<file path="src/rtl/cache_pkg.sv">
// Shared types for the direct-mapped write-back cache: request opcodes and controller states.
package cache_pkg;

    typedef enum logic [1:0] {
        Op_INVALID = 2'd0,
        Op_READ    = 2'd1,
        Op_WRITE   = 2'd2
    } Op_t;

    // Controller states kept as plain constants so older tools see simple vectors.
    typedef logic [1:0] State_t;
    localparam State_t State_IDLE = 2'd0;
    localparam State_t State_WB   = 2'd1;
    localparam State_t State_FILL = 2'd2;

    localparam int ADDR_WIDTH_DEF  = 6;
    localparam int DATA_WIDTH_DEF  = 8;
    localparam int INDEX_WIDTH_DEF = 3;

endpackage

</file>
<file path="src/rtl/cache_if.sv">
// Request-side and memory-side bus bundle for the cache.
interface cache_if
    import cache_pkg::*;
#(
    parameter int ADDR_WIDTH = 6,
    parameter int DATA_WIDTH = 8
);
    Op_t                   req_op;
    logic [ADDR_WIDTH-1:0] req_addr;
    logic [DATA_WIDTH-1:0] req_data;
    logic                  rsp_vld;
    logic [DATA_WIDTH-1:0] rsp_data;
    Op_t                   mem_req_op;
    logic [ADDR_WIDTH-1:0] mem_req_addr;
    logic [DATA_WIDTH-1:0] mem_req_data;
    logic                  mem_rsp_vld;
    logic [DATA_WIDTH-1:0] mem_rsp_data;

    // Cache view.
    modport slave (
        input  req_op, req_addr, req_data, mem_rsp_vld, mem_rsp_data,
        output rsp_vld, rsp_data, mem_req_op, mem_req_addr, mem_req_data
    );

    // Requester plus memory-model view.
    modport master (
        output req_op, req_addr, req_data, mem_rsp_vld, mem_rsp_data,
        input  rsp_vld, rsp_data, mem_req_op, mem_req_addr, mem_req_data
    );
endinterface

</file>
<file path="src/rtl/cache_array.sv">
// Tag/valid/dirty/data storage: combinational indexed read, one write port.
module cache_array #(
    parameter int INDEX_WIDTH = 3,
    parameter int TAG_WIDTH   = 3,
    parameter int DATA_WIDTH  = 8
) (
    input  logic                   clk,
    input  logic                   rst,
    input  logic [INDEX_WIDTH-1:0] rd_index,
    output logic                   rd_valid,
    output logic                   rd_dirty,
    output logic [TAG_WIDTH-1:0]   rd_tag,
    output logic [DATA_WIDTH-1:0]  rd_data,
    input  logic                   wr_en,
    input  logic [INDEX_WIDTH-1:0] wr_index,
    input  logic [TAG_WIDTH-1:0]   wr_tag,
    input  logic [DATA_WIDTH-1:0]  wr_data,
    input  logic                   wr_dirty
);
    localparam int LINES = 1 << INDEX_WIDTH;

    logic [LINES-1:0]      valid_q;
    logic [LINES-1:0]      dirty_q;
    logic [TAG_WIDTH-1:0]  tag_q  [LINES];
    logic [DATA_WIDTH-1:0] data_q [LINES];

    // Valid/dirty bits clear on reset; any write installs a valid line.
    always_ff @(posedge clk or posedge rst) begin
        if (rst) begin
            valid_q <= '0;
            dirty_q <= '0;
        end else if (wr_en) begin
            valid_q[wr_index] <= 1'b1;
            dirty_q[wr_index] <= wr_dirty;
        end
    end

    // Tag and data arrays carry no reset; valid gates their meaning.
    always_ff @(posedge clk) begin
        if (wr_en) begin
            tag_q[wr_index]  <= wr_tag;
            data_q[wr_index] <= wr_data;
        end
    end

    assign rd_valid = valid_q[rd_index];
    assign rd_dirty = dirty_q[rd_index];
    assign rd_tag   = tag_q[rd_index];
    assign rd_data  = data_q[rd_index];
endmodule

</file>
<file path="src/rtl/cache.sv">
// Direct-mapped write-back write-allocate cache: controller FSM and one-entry pending buffer.
module cache
    import cache_pkg::*;
#(
    parameter int ADDR_WIDTH  = ADDR_WIDTH_DEF,
    parameter int DATA_WIDTH  = DATA_WIDTH_DEF,
    parameter int INDEX_WIDTH = INDEX_WIDTH_DEF
) (
    input  logic    clk,
    input  logic    rst,
    cache_if.slave  bus
);
    localparam int TAG_WIDTH = ADDR_WIDTH - INDEX_WIDTH;

    State_t                state_q, state_d;
    // Request currently being serviced by WB/FILL.
    Op_t                   cur_op_q, cur_op_d;
    logic [ADDR_WIDTH-1:0] cur_addr_q, cur_addr_d;
    logic [DATA_WIDTH-1:0] cur_data_q, cur_data_d;
    // One-entry pending buffer.
    logic                  pend_vld_q, pend_vld_d;
    Op_t                   pend_op_q, pend_op_d;
    logic [ADDR_WIDTH-1:0] pend_addr_q, pend_addr_d;
    logic [DATA_WIDTH-1:0] pend_data_q, pend_data_d;
    // Registered outputs.
    logic                  rsp_vld_q, rsp_vld_d;
    logic [DATA_WIDTH-1:0] rsp_data_q, rsp_data_d;
    Op_t                   mem_op_q, mem_op_d;
    logic [ADDR_WIDTH-1:0] mem_addr_q, mem_addr_d;
    logic [DATA_WIDTH-1:0] mem_data_q, mem_data_d;

    logic                   req_vld;
    Op_t                    sel_op;
    logic [ADDR_WIDTH-1:0]  sel_addr;
    logic [DATA_WIDTH-1:0]  sel_data;
    logic                   sel_vld;
    logic [INDEX_WIDTH-1:0] rd_index;
    logic                   rd_valid, rd_dirty, hit;
    logic [TAG_WIDTH-1:0]   rd_tag;
    logic [DATA_WIDTH-1:0]  rd_data;
    logic                   wr_en, wr_dirty;
    logic [TAG_WIDTH-1:0]   wr_tag;
    logic [DATA_WIDTH-1:0]  wr_data;

    assign req_vld = (bus.req_op != Op_INVALID);

    // In IDLE a buffered request always goes ahead of the incoming one.
    assign sel_vld  = pend_vld_q | req_vld;
    assign sel_op   = pend_vld_q ? pend_op_q   : bus.req_op;
    assign sel_addr = pend_vld_q ? pend_addr_q : bus.req_addr;
    assign sel_data = pend_vld_q ? pend_data_q : bus.req_data;

    assign rd_index = (state_q == State_IDLE) ? sel_addr[INDEX_WIDTH-1:0]
                                              : cur_addr_q[INDEX_WIDTH-1:0];
    assign hit = rd_valid && (rd_tag == sel_addr[ADDR_WIDTH-1:INDEX_WIDTH]);

    cache_array #(
        .INDEX_WIDTH (INDEX_WIDTH),
        .TAG_WIDTH   (TAG_WIDTH),
        .DATA_WIDTH  (DATA_WIDTH)
    ) u_array (
        .clk      (clk),
        .rst      (rst),
        .rd_index (rd_index),
        .rd_valid (rd_valid),
        .rd_dirty (rd_dirty),
        .rd_tag   (rd_tag),
        .rd_data  (rd_data),
        .wr_en    (wr_en),
        .wr_index (rd_index),
        .wr_tag   (wr_tag),
        .wr_data  (wr_data),
        .wr_dirty (wr_dirty)
    );

    // Next-state, array write and output decisions.
    always_comb begin
        state_d     = state_q;
        cur_op_d    = cur_op_q;
        cur_addr_d  = cur_addr_q;
        cur_data_d  = cur_data_q;
        pend_vld_d  = pend_vld_q;
        pend_op_d   = pend_op_q;
        pend_addr_d = pend_addr_q;
        pend_data_d = pend_data_q;
        rsp_vld_d   = 1'b0;
        rsp_data_d  = rsp_data_q;
        mem_op_d    = Op_INVALID;
        mem_addr_d  = mem_addr_q;
        mem_data_d  = mem_data_q;
        wr_en       = 1'b0;
        wr_dirty    = 1'b0;
        wr_tag      = cur_addr_q[ADDR_WIDTH-1:INDEX_WIDTH];
        wr_data     = cur_data_q;

        // Park a new request while busy; a full buffer drops it.
        if (state_q != State_IDLE && req_vld && !pend_vld_q) begin
            pend_vld_d  = 1'b1;
            pend_op_d   = bus.req_op;
            pend_addr_d = bus.req_addr;
            pend_data_d = bus.req_data;
        end

        case (state_q)
            State_IDLE: begin
                if (pend_vld_q) begin
                    pend_vld_d  = req_vld;
                    pend_op_d   = bus.req_op;
                    pend_addr_d = bus.req_addr;
                    pend_data_d = bus.req_data;
                end
                if (sel_vld) begin
                    cur_op_d   = sel_op;
                    cur_addr_d = sel_addr;
                    cur_data_d = sel_data;
                    if (hit) begin
                        if (sel_op == Op_READ) begin
                            rsp_vld_d  = 1'b1;
                            rsp_data_d = rd_data;
                        end else begin
                            wr_en    = 1'b1;
                            wr_dirty = 1'b1;
                            wr_tag   = sel_addr[ADDR_WIDTH-1:INDEX_WIDTH];
                            wr_data  = sel_data;
                        end
                    end else if (rd_valid && rd_dirty) begin
                        state_d    = State_WB;
                        mem_op_d   = Op_WRITE;
                        mem_addr_d = {rd_tag, sel_addr[INDEX_WIDTH-1:0]};
                        mem_data_d = rd_data;
                    end else if (sel_op == Op_WRITE) begin
                        wr_en    = 1'b1;
                        wr_dirty = 1'b1;
                        wr_tag   = sel_addr[ADDR_WIDTH-1:INDEX_WIDTH];
                        wr_data  = sel_data;
                    end else begin
                        state_d    = State_FILL;
                        mem_op_d   = Op_READ;
                        mem_addr_d = sel_addr;
                    end
                end
            end
            State_WB: begin
                if (bus.mem_rsp_vld) begin
                    if (cur_op_q == Op_READ) begin
                        state_d    = State_FILL;
                        mem_op_d   = Op_READ;
                        mem_addr_d = cur_addr_q;
                    end else begin
                        state_d  = State_IDLE;
                        wr_en    = 1'b1;
                        wr_dirty = 1'b1;
                    end
                end
            end
            State_FILL: begin
                if (bus.mem_rsp_vld) begin
                    state_d    = State_IDLE;
                    wr_en      = 1'b1;
                    wr_data    = bus.mem_rsp_data;
                    rsp_vld_d  = 1'b1;
                    rsp_data_d = bus.mem_rsp_data;
                end
            end
            default: state_d = State_IDLE;
        endcase
    end

    // State and registered outputs, cleared asynchronously.
    always_ff @(posedge clk or posedge rst) begin
        if (rst) begin
            state_q     <= State_IDLE;
            cur_op_q    <= Op_INVALID;
            cur_addr_q  <= '0;
            cur_data_q  <= '0;
            pend_vld_q  <= 1'b0;
            pend_op_q   <= Op_INVALID;
            pend_addr_q <= '0;
            pend_data_q <= '0;
            rsp_vld_q   <= 1'b0;
            rsp_data_q  <= '0;
            mem_op_q    <= Op_INVALID;
            mem_addr_q  <= '0;
            mem_data_q  <= '0;
        end else begin
            state_q     <= state_d;
            cur_op_q    <= cur_op_d;
            cur_addr_q  <= cur_addr_d;
            cur_data_q  <= cur_data_d;
            pend_vld_q  <= pend_vld_d;
            pend_op_q   <= pend_op_d;
            pend_addr_q <= pend_addr_d;
            pend_data_q <= pend_data_d;
            rsp_vld_q   <= rsp_vld_d;
            rsp_data_q  <= rsp_data_d;
            mem_op_q    <= mem_op_d;
            mem_addr_q  <= mem_addr_d;
            mem_data_q  <= mem_data_d;
        end
    end

    // Flag a request that arrives while busy with the buffer already full.
    always_ff @(posedge clk) begin
        if (!rst) begin
            assert (!(state_q != State_IDLE && req_vld && pend_vld_q))
            else $error("cache: request dropped, pending buffer full");
        end
    end

    assign bus.rsp_vld      = rsp_vld_q;
    assign bus.rsp_data     = rsp_data_q;
    assign bus.mem_req_op   = mem_op_q;
    assign bus.mem_req_addr = mem_addr_q;
    assign bus.mem_req_data = mem_data_q;
endmodule

</file>
<file path="src/flat_wrapper.sv">
// flat-port wrapper written by rule: the top's interface ports become plain ports
module cache_flat import cache_pkg::*;
#(
    parameter int ADDR_WIDTH  = ADDR_WIDTH_DEF,
    parameter int DATA_WIDTH  = DATA_WIDTH_DEF,
    parameter int INDEX_WIDTH = INDEX_WIDTH_DEF
)
  (clk, rst, bus_req_op, bus_req_addr, bus_req_data, bus_mem_rsp_vld, bus_mem_rsp_data, bus_rsp_vld, bus_rsp_data, bus_mem_req_op, bus_mem_req_addr, bus_mem_req_data);
  cache_if #(.ADDR_WIDTH(ADDR_WIDTH), .DATA_WIDTH(DATA_WIDTH)) bus_i ();
  input  logic clk;
  input  logic rst;
  input wire logic [$bits(bus_i.req_op)-1:0] bus_req_op;
  input wire logic [$bits(bus_i.req_addr)-1:0] bus_req_addr;
  input wire logic [$bits(bus_i.req_data)-1:0] bus_req_data;
  input wire logic [$bits(bus_i.mem_rsp_vld)-1:0] bus_mem_rsp_vld;
  input wire logic [$bits(bus_i.mem_rsp_data)-1:0] bus_mem_rsp_data;
  output wire logic [$bits(bus_i.rsp_vld)-1:0] bus_rsp_vld;
  output wire logic [$bits(bus_i.rsp_data)-1:0] bus_rsp_data;
  output wire logic [$bits(bus_i.mem_req_op)-1:0] bus_mem_req_op;
  output wire logic [$bits(bus_i.mem_req_addr)-1:0] bus_mem_req_addr;
  output wire logic [$bits(bus_i.mem_req_data)-1:0] bus_mem_req_data;
  assign bus_i.req_op = bus_req_op;
  assign bus_i.req_addr = bus_req_addr;
  assign bus_i.req_data = bus_req_data;
  assign bus_i.mem_rsp_vld = bus_mem_rsp_vld;
  assign bus_i.mem_rsp_data = bus_mem_rsp_data;
  assign bus_rsp_vld = bus_i.rsp_vld;
  assign bus_rsp_data = bus_i.rsp_data;
  assign bus_mem_req_op = bus_i.mem_req_op;
  assign bus_mem_req_addr = bus_i.mem_req_addr;
  assign bus_mem_req_data = bus_i.mem_req_data;
  cache #(.ADDR_WIDTH(ADDR_WIDTH), .DATA_WIDTH(DATA_WIDTH), .INDEX_WIDTH(INDEX_WIDTH)) u_core (.clk(clk), .rst(rst), .bus(bus_i));
endmodule
</file>
<file path="config.mk">
export PLATFORM = sky130hd
export DESIGN_NAME = cache_flat
export DESIGN_NICKNAME = d
export VERILOG_FILES = /design/src/rtl/cache_pkg.sv /design/src/rtl/cache_if.sv /design/src/rtl/cache_array.sv /design/src/rtl/cache.sv /design/src/flat_wrapper.sv
export SDC_FILE = /design/constraint.sdc
export NUM_CORES = 1
export LEC_CHECK = 0
export CAP_MARGIN = 20
export CORE_MARGIN = 3
export CORE_UTILIZATION = 46
export DETAILED_ROUTE_END_ITERATION = 12
export SETUP_SLACK_MARGIN = 0.2
export SYNTH_ARGS = -nofsm -noshare
export SYNTH_HDL_FRONTEND = slang
export SYNTH_SLANG_ARGS = --single-unit
</file>
<file path="constraint.sdc">
create_clock -name clk -period 4.1 [get_ports clk]
set_input_delay 0.615 -clock clk [delete_from_list [all_inputs] [get_ports clk]]
set_output_delay 0.615 -clock clk [all_outputs]
set_load 0.005 [all_outputs]
</file>
Word-level counts from Yosys, hierarchy flattened
Memories as Yosys holds them, arrays and structs flattened.
Index checks and enable logic that the tools add are counted.
- bits in registers: 76
- memory bits (writable): 88
- bits of input ports: 27
- output and inout port bits: 25
- memories: 2
- memory list (name ; depth ; bits a word ; read ports ; clocked after Yosys merged registers in ; wr ports ; RTL line ; RTL):
    u_core.u_array.data_q ; 8 ; 8 ; 1 ; 0 ; 1 ; cache_array.sv:25 ; logic [DATA_WIDTH-1:0] data_q [LINES];
    u_core.u_array.tag_q ; 8 ; 3 ; 1 ; 0 ; 1 ; cache_array.sv:24 ; logic [TAG_WIDTH-1:0] tag_q [LINES];
- $lt $le $gt $ge: 2
- equal/unequal tests: 14
- muxes and demuxes: 79
- bitwise gates (word level): 3
- reductions and logical operators: 16
- operators by type and width (operator ; count):
    $mux W8 ; 14
    $mux W6 ; 10
    $pmux W8 S2 ; 2
    $mux W2 ; 15
    $mux W1 ; 21
    $mux W3 ; 7
    $pmux W6 S2 ; 1
    $reduce_and A5 Y1 ; 2
    $bwmux W8 ; 1
    $ne A2 B2 Y1 const B ; 4
    $or A8 B8 Y8 ; 1
    $reduce_bool A2 Y1 ; 4
    $bmux W1 S3 ; 2
    $eq A2 B1 Y1 const B ; 3
    $ne A2 B1 Y1 const B ; 3
    $pmux W2 S3 ; 1
    $reduce_and A6 Y1 ; 1
    $logic_and A1 B1 Y1 ; 5
    $eq A2 B2 Y1 const B ; 2
    $lt A3 B4 Y1 const B ; 1
    $pmux W1 S2 ; 2
    $pmux W2 S2 ; 1
    $reduce_and A4 Y1 ; 1
    $demux W1 S3 ; 1
    other kinds (9) ; 9

Longest topological paths before layout
- depth after elaboration: 11
- mapped depth: 12

Cells and area by module
Synthesis repeated with hierarchy kept, for this count alone.
- cells, all modules: 459
- area, all modules: 7380.8 µm²
- by module, submodules not included (module ; instances ; cells each ; area an instance (µm²) ; seq. area each (µm²)):
    cache_array ; 1 ; 179 ; 4152.7 ; 3042.9
    cache ; 1 ; 280 ; 3228.1 ; 1501.4

Worst setup path before layout
No wires, ideal clock.
- path type: input -> register
- start point: input bus_req_addr[0]
- end point: memory u_core.u_array.data_q[0][0] (enable)
- setup time: 0.386 ns
- arrival time: 3.248 ns
- data required time: 3.714 ns
- setup slack: 0.466 ns
- stages on the path: 11
- buffers on the path: 2
- cell sequence: mux2_4 -> mux2i_4 -> clkbuf_1 -> nand2_1 -> a221oi_1 -> a21oi_1 -> xnor2_1 -> nand2_2 -> mux2_4 -> buf_6 -> a31oi_1
- longest elaborated chain between the ends: 11
- elaborated cells between the ends (all ways): 16
- RTL lines (item ; RTL line ; RTL):
    start, declared ; flat_wrapper.sv:13 ; input wire logic [$bits(bus_i.req_addr)-1:0] bus_req_addr;
    $mux W6 (*) ; cache.sv:50 ; assign sel_addr = pend_vld_q ? pend_addr_q : bus.req_addr;
    $mux W3 (*) ; cache.sv:53 ; assign rd_index = (state_q == State_IDLE) ? sel_addr[INDEX_WIDTH-1:0]
    parallel branches: the longest is 9 deep, another holds $mem_v2 Z8 W3 ; -- ;
    end, declared ; cache_array.sv:25 ;
Every way passes the cells marked *. The select of a mux whose other input is x is not followed.

Worst setup path in the final report
- start point: input bus_req_addr[0]
- end point: memory u_core.u_array.tag_q[6][0] (enable)
- longest elaborated chain between the ends: 11
- elaborated cells between the ends (all ways): 16
- RTL lines (item ; RTL line):
    $mux W6 (*) ; cache.sv:50
    $mux W3 (*) ; cache.sv:53
    parallel branches: the longest is 9 deep, another holds $mem_v2 Z8 W3 ; --
    end, declared ; cache_array.sv:24
Marks and branches as above.

==> results.tsv <==
stage	metric	value	unit
synth	synth-async-reset-ratio	46.3	%
grt	grt_max_degree	43	
floorplan	die_h	134	um
grt	grt_overflow	0	
power_and_ir_drop	internal_power	5.87	mW
worst_setup_path	crit_family	multiplexers	
sta	whs	0.479	ns
grt	track_usage	22.0	%
sta	setup_tns	0	ns
synth	yosysTopAreaCell	edfxtp_1	
synth	synth_flop_cell	edfxtp_1	
power_and_ir_drop	p_leak	3.56	nW
routing	drcViolationCount	0	
layout	syn_to_final_growth	21.2	%
worst_setup_path	cp_max_fo	17	
synth	ys_seq_area_share	60.3	%
worst_setup_path	crit_type	input port to flip-flop	
power_and_ir_drop	p_comb_share	51.0	%
floorplan	initial_utilization	47.2	%
power_and_ir_drop	clkPwrFrac	17.7	%
routing	wl_met1	8620	um
routing	top_layer	met4	
worst_setup_path	crit_buf_inv	3	
synth	syn_nets	608	
sta	rsz0062_at_grt	false	
grt	grt_pass1_wl	29600	um
clock_tree	clock_latency	0.43	ns
power_and_ir_drop	peakVddDrop	0.409	mV
power_and_ir_drop	switching_share	38.2	%
routing	drt_iter0_markers	490	
synth	yosysMostFrequentCell	edfxtp_1	
sta	setup_viol	0	
layout	drive_above_1_share	22.2	%
floorplan	die_w	134	um
sta	fmax	274	MHz
hold_path	hold_path_class	flip-flop to flip-flop	
worst_setup_path	cp_slowest_cell	clkdlybuf4s50_1	
clock_tree	cts_tree	yes	
sta	fin_skew	0.0107	ns
power_and_ir_drop	p_switching	3.62	mW
sta	period_share	89.0	%
placement	place_congestion	0.878	
synth	synth_cell_types	65	
floorplan	num_io_pins	52	
synth	syn-mean-instance-area	13.0	um^2
routing	vias_per_cell	5.82	
sta	tightest_slew	0.917	ns
placement	dp_hpwl	13500	um
clock_tree	path_clk_slew	0.06	ns
synth	netlist_instances	581	
synth	synth-edff-count	88	
worst_setup_path	worst_ep_required_time	4.21	ns
synth	synth_warnings	0	
routing	drt_pass1_iterations	5	
routing	route.met2.wl	9130	um
clock_tree	clock_sinks	164	
synth	yosys-top-cells-count	edfxtp_1 (88), dfrtp_1 (76), nor2_1 (52)	
worst_setup_path	path_cells	clkdlybuf4s50_1 -> mux2_4 -> mux2i_4 -> buf_4 -> nor4_1 -> nor4_2 -> xnor2_1 -> nor4_4 -> nand2_2 -> mux2_4 -> a31oi_1 -> buf_4	
routing	wl	19200	um
layout	multiInputGateArea	0.00275	mm^2
clock_tree	hold_buffers	0	
synth	syn_area	0.00753	mm^2
sta	slew_headroom	38.6	%
power_and_ir_drop	powerDensity	1040	mW/mm^2
floorplan	dieArea	0.0179	mm^2
layout	final_core_util	57.3	%
sta	min_period	3.65	ns
floorplan	core_area	0.0159	mm^2
power_and_ir_drop	power.share.sequential	31.4	%
routing	dr_wl_met3	1120	um
placement	portBuffers	51	
clock_tree	cts-buffers-inserted	17	
worst_setup_path	max_stage_delay	0.45	ns
clock_tree	clk_path_buf_depth	2	
clock_tree	cts_root_buf	clkbuf_16	
clock_tree	ctsHtreeMaxLevel	4	
layout	nNetsFinal	690	
floorplan	rows	46	
worst_setup_path	critPathCaptureType	flip-flop	
layout	fillCellCount	1336	
worst_setup_path	cp-start-kind	input port	
layout	seq_area	0.00455	mm^2
layout	antenna_cells	0	
grt	grt_pass1_vias	5023	
grt	antenna_found_initial	0	
routing	antenna_left	0	
routing	wl_per_cell	21.5	um
sta	drv_slew	0	
synth	ys_top_cells_by_area	edfxtp_1 (35%), dfrtp_1 (25%), mux2_2 (5.5%), mux2i_1 (3.7%), mux2_4 (3.6%)	
worst_setup_path	crit_arrival	3.76	ns
routing	via_count	5191	
sta	finalHoldViolCount	0	
outcome	status	finished clean	
synth	synth.top_cell.area_share	35.1	%
flow_run	drv_cap	0	
synth	ys_ff_latch	164	
## metal layers
layer  global-route usage, %  up-vias
li1                        -     2354
met1                    31.9     2616
met4                    7.03        0
met2                    33.7      196
met5                       0        -
met3                    4.39       25
## worst paths after layout
kind	startpoint	to	slack [ns]	cells past startpoint
max	bus_req_addr[0]	u_core.u_array.tag_q[6][0]	0.45	12
max in group asynchronous	rst	u_core.state_q[0]	2.72	3
max reg2reg	u_core.pend_vld_q	u_core.u_array.tag_q[6][0]	0.46	10
min in group asynchronous	rst	u_core.bus.mem_req_op[1]	0.66	2
min	u_core.cur_op_q[1]	u_core.cur_op_q[1]	0.48	2
min reg2reg	u_core.cur_op_q[1]	u_core.cur_op_q[1]	0.48	2
## area by class of cell
class | instances | share of cell area [%]
sequential | 164 | 49.8
multi-input combinational | 368 | 30.1
timing repair buffer | 95 | 9.62
clock buffer | 20 | 4.89
tap | 216 | 2.96
clock inverter | 12 | 1.93
inverter | 17 | 0.699
## state kept, by name (all words and copies together), names as in the netlist, 2 cells and up
| register | flops |
|---|---|
| u_core.u_array.valid_q | 8 |
| u_core.pend_op_q | 2 |
| u_core.bus.mem_req_addr | 6 |
| u_core.bus.mem_req_op | 2 |
| u_core.u_array.tag_q | 24 |
| u_core.bus.rsp_data | 8 |
| u_core.u_array.data_q | 64 |
| u_core.u_array.dirty_q | 8 |
| u_core.pend_addr_q | 6 |
| u_core.cur_addr_q | 6 |
| u_core.pend_data_q | 8 |
| u_core.cur_op_q | 2 |
| u_core.state_q | 2 |
| u_core.bus.mem_req_data | 8 |
| u_core.cur_data_q | 8 |
## placed cells by master, fill, tap and decap left out, drive strengths merged, types with 19 or more instances in the layout
cell type	instances
a31oi	26
clkbuf	20
a21oi	27
dfrtp	76
nand2	39
edfxtp	88
inv	19
buf	44
mux2i	31
clkdlybuf4s50	51
mux2	56
o21ai	21
nor2	53
## per-stage QoR
| stage | setup slack [ns] | total power, mW | cells | area, um^2 |
|---|---|---|---|---|
| after floorplan | 0.466 | 6.12 | 581 | 7530 |
| after global placement | 0.0702 | 7.67 | 859 | 8490 |
| after detailed placement | -0.104 | 7.77 | 859 | 8490 |
| after CTS | 0.233 | 9.47 | 891 | 9120 |
| after global routing | 0.233 | 10.0 | 892 | 9130 |
| final | 0.449 | 9.49 | 892 | 9130 |
## worst min-delay path: stages, from the launching register on
cell and delay [ns]:
dfrtp_1 0.34, nand2_1 0.04, o21ai_0 0.06
## power by group through the flow
| stage | registers (mW) | clock network, mW | logic, mW |
|---|---|---|---|
| 2_1_floorplan | 2.91 | 0 | 3.21 |
| 3_3_place_gp | 2.98 | 0 | 4.69 |
| 3_5_place_dp | 3.00 | 0 | 4.77 |
| 4_1_cts | 2.97 | 1.70 | 4.80 |
| 5_1_grt | 3.04 | 1.77 | 5.22 |
| 6_report | 2.98 | 1.68 | 4.84 |
## what timing repair did
item                       CTS  global route
setup endpoints to repair    8           153
resized for setup            1             3
cloned                       0             0
buffers inserted             0             1
## logic make-up after synthesis
logic type / after synthesis / synth area share, %
flip-flops: 164 / 60.3
multiplexers: 89 / 14.5
buffers and inverters: 49 / 3.26
AO/OA/AOI/OAI: 135 / 12.5
XOR/XNOR: 2 / 0.233
AND/OR/NAND/NOR: 142 / 9.22
Power figures use the tool's default switching activity.
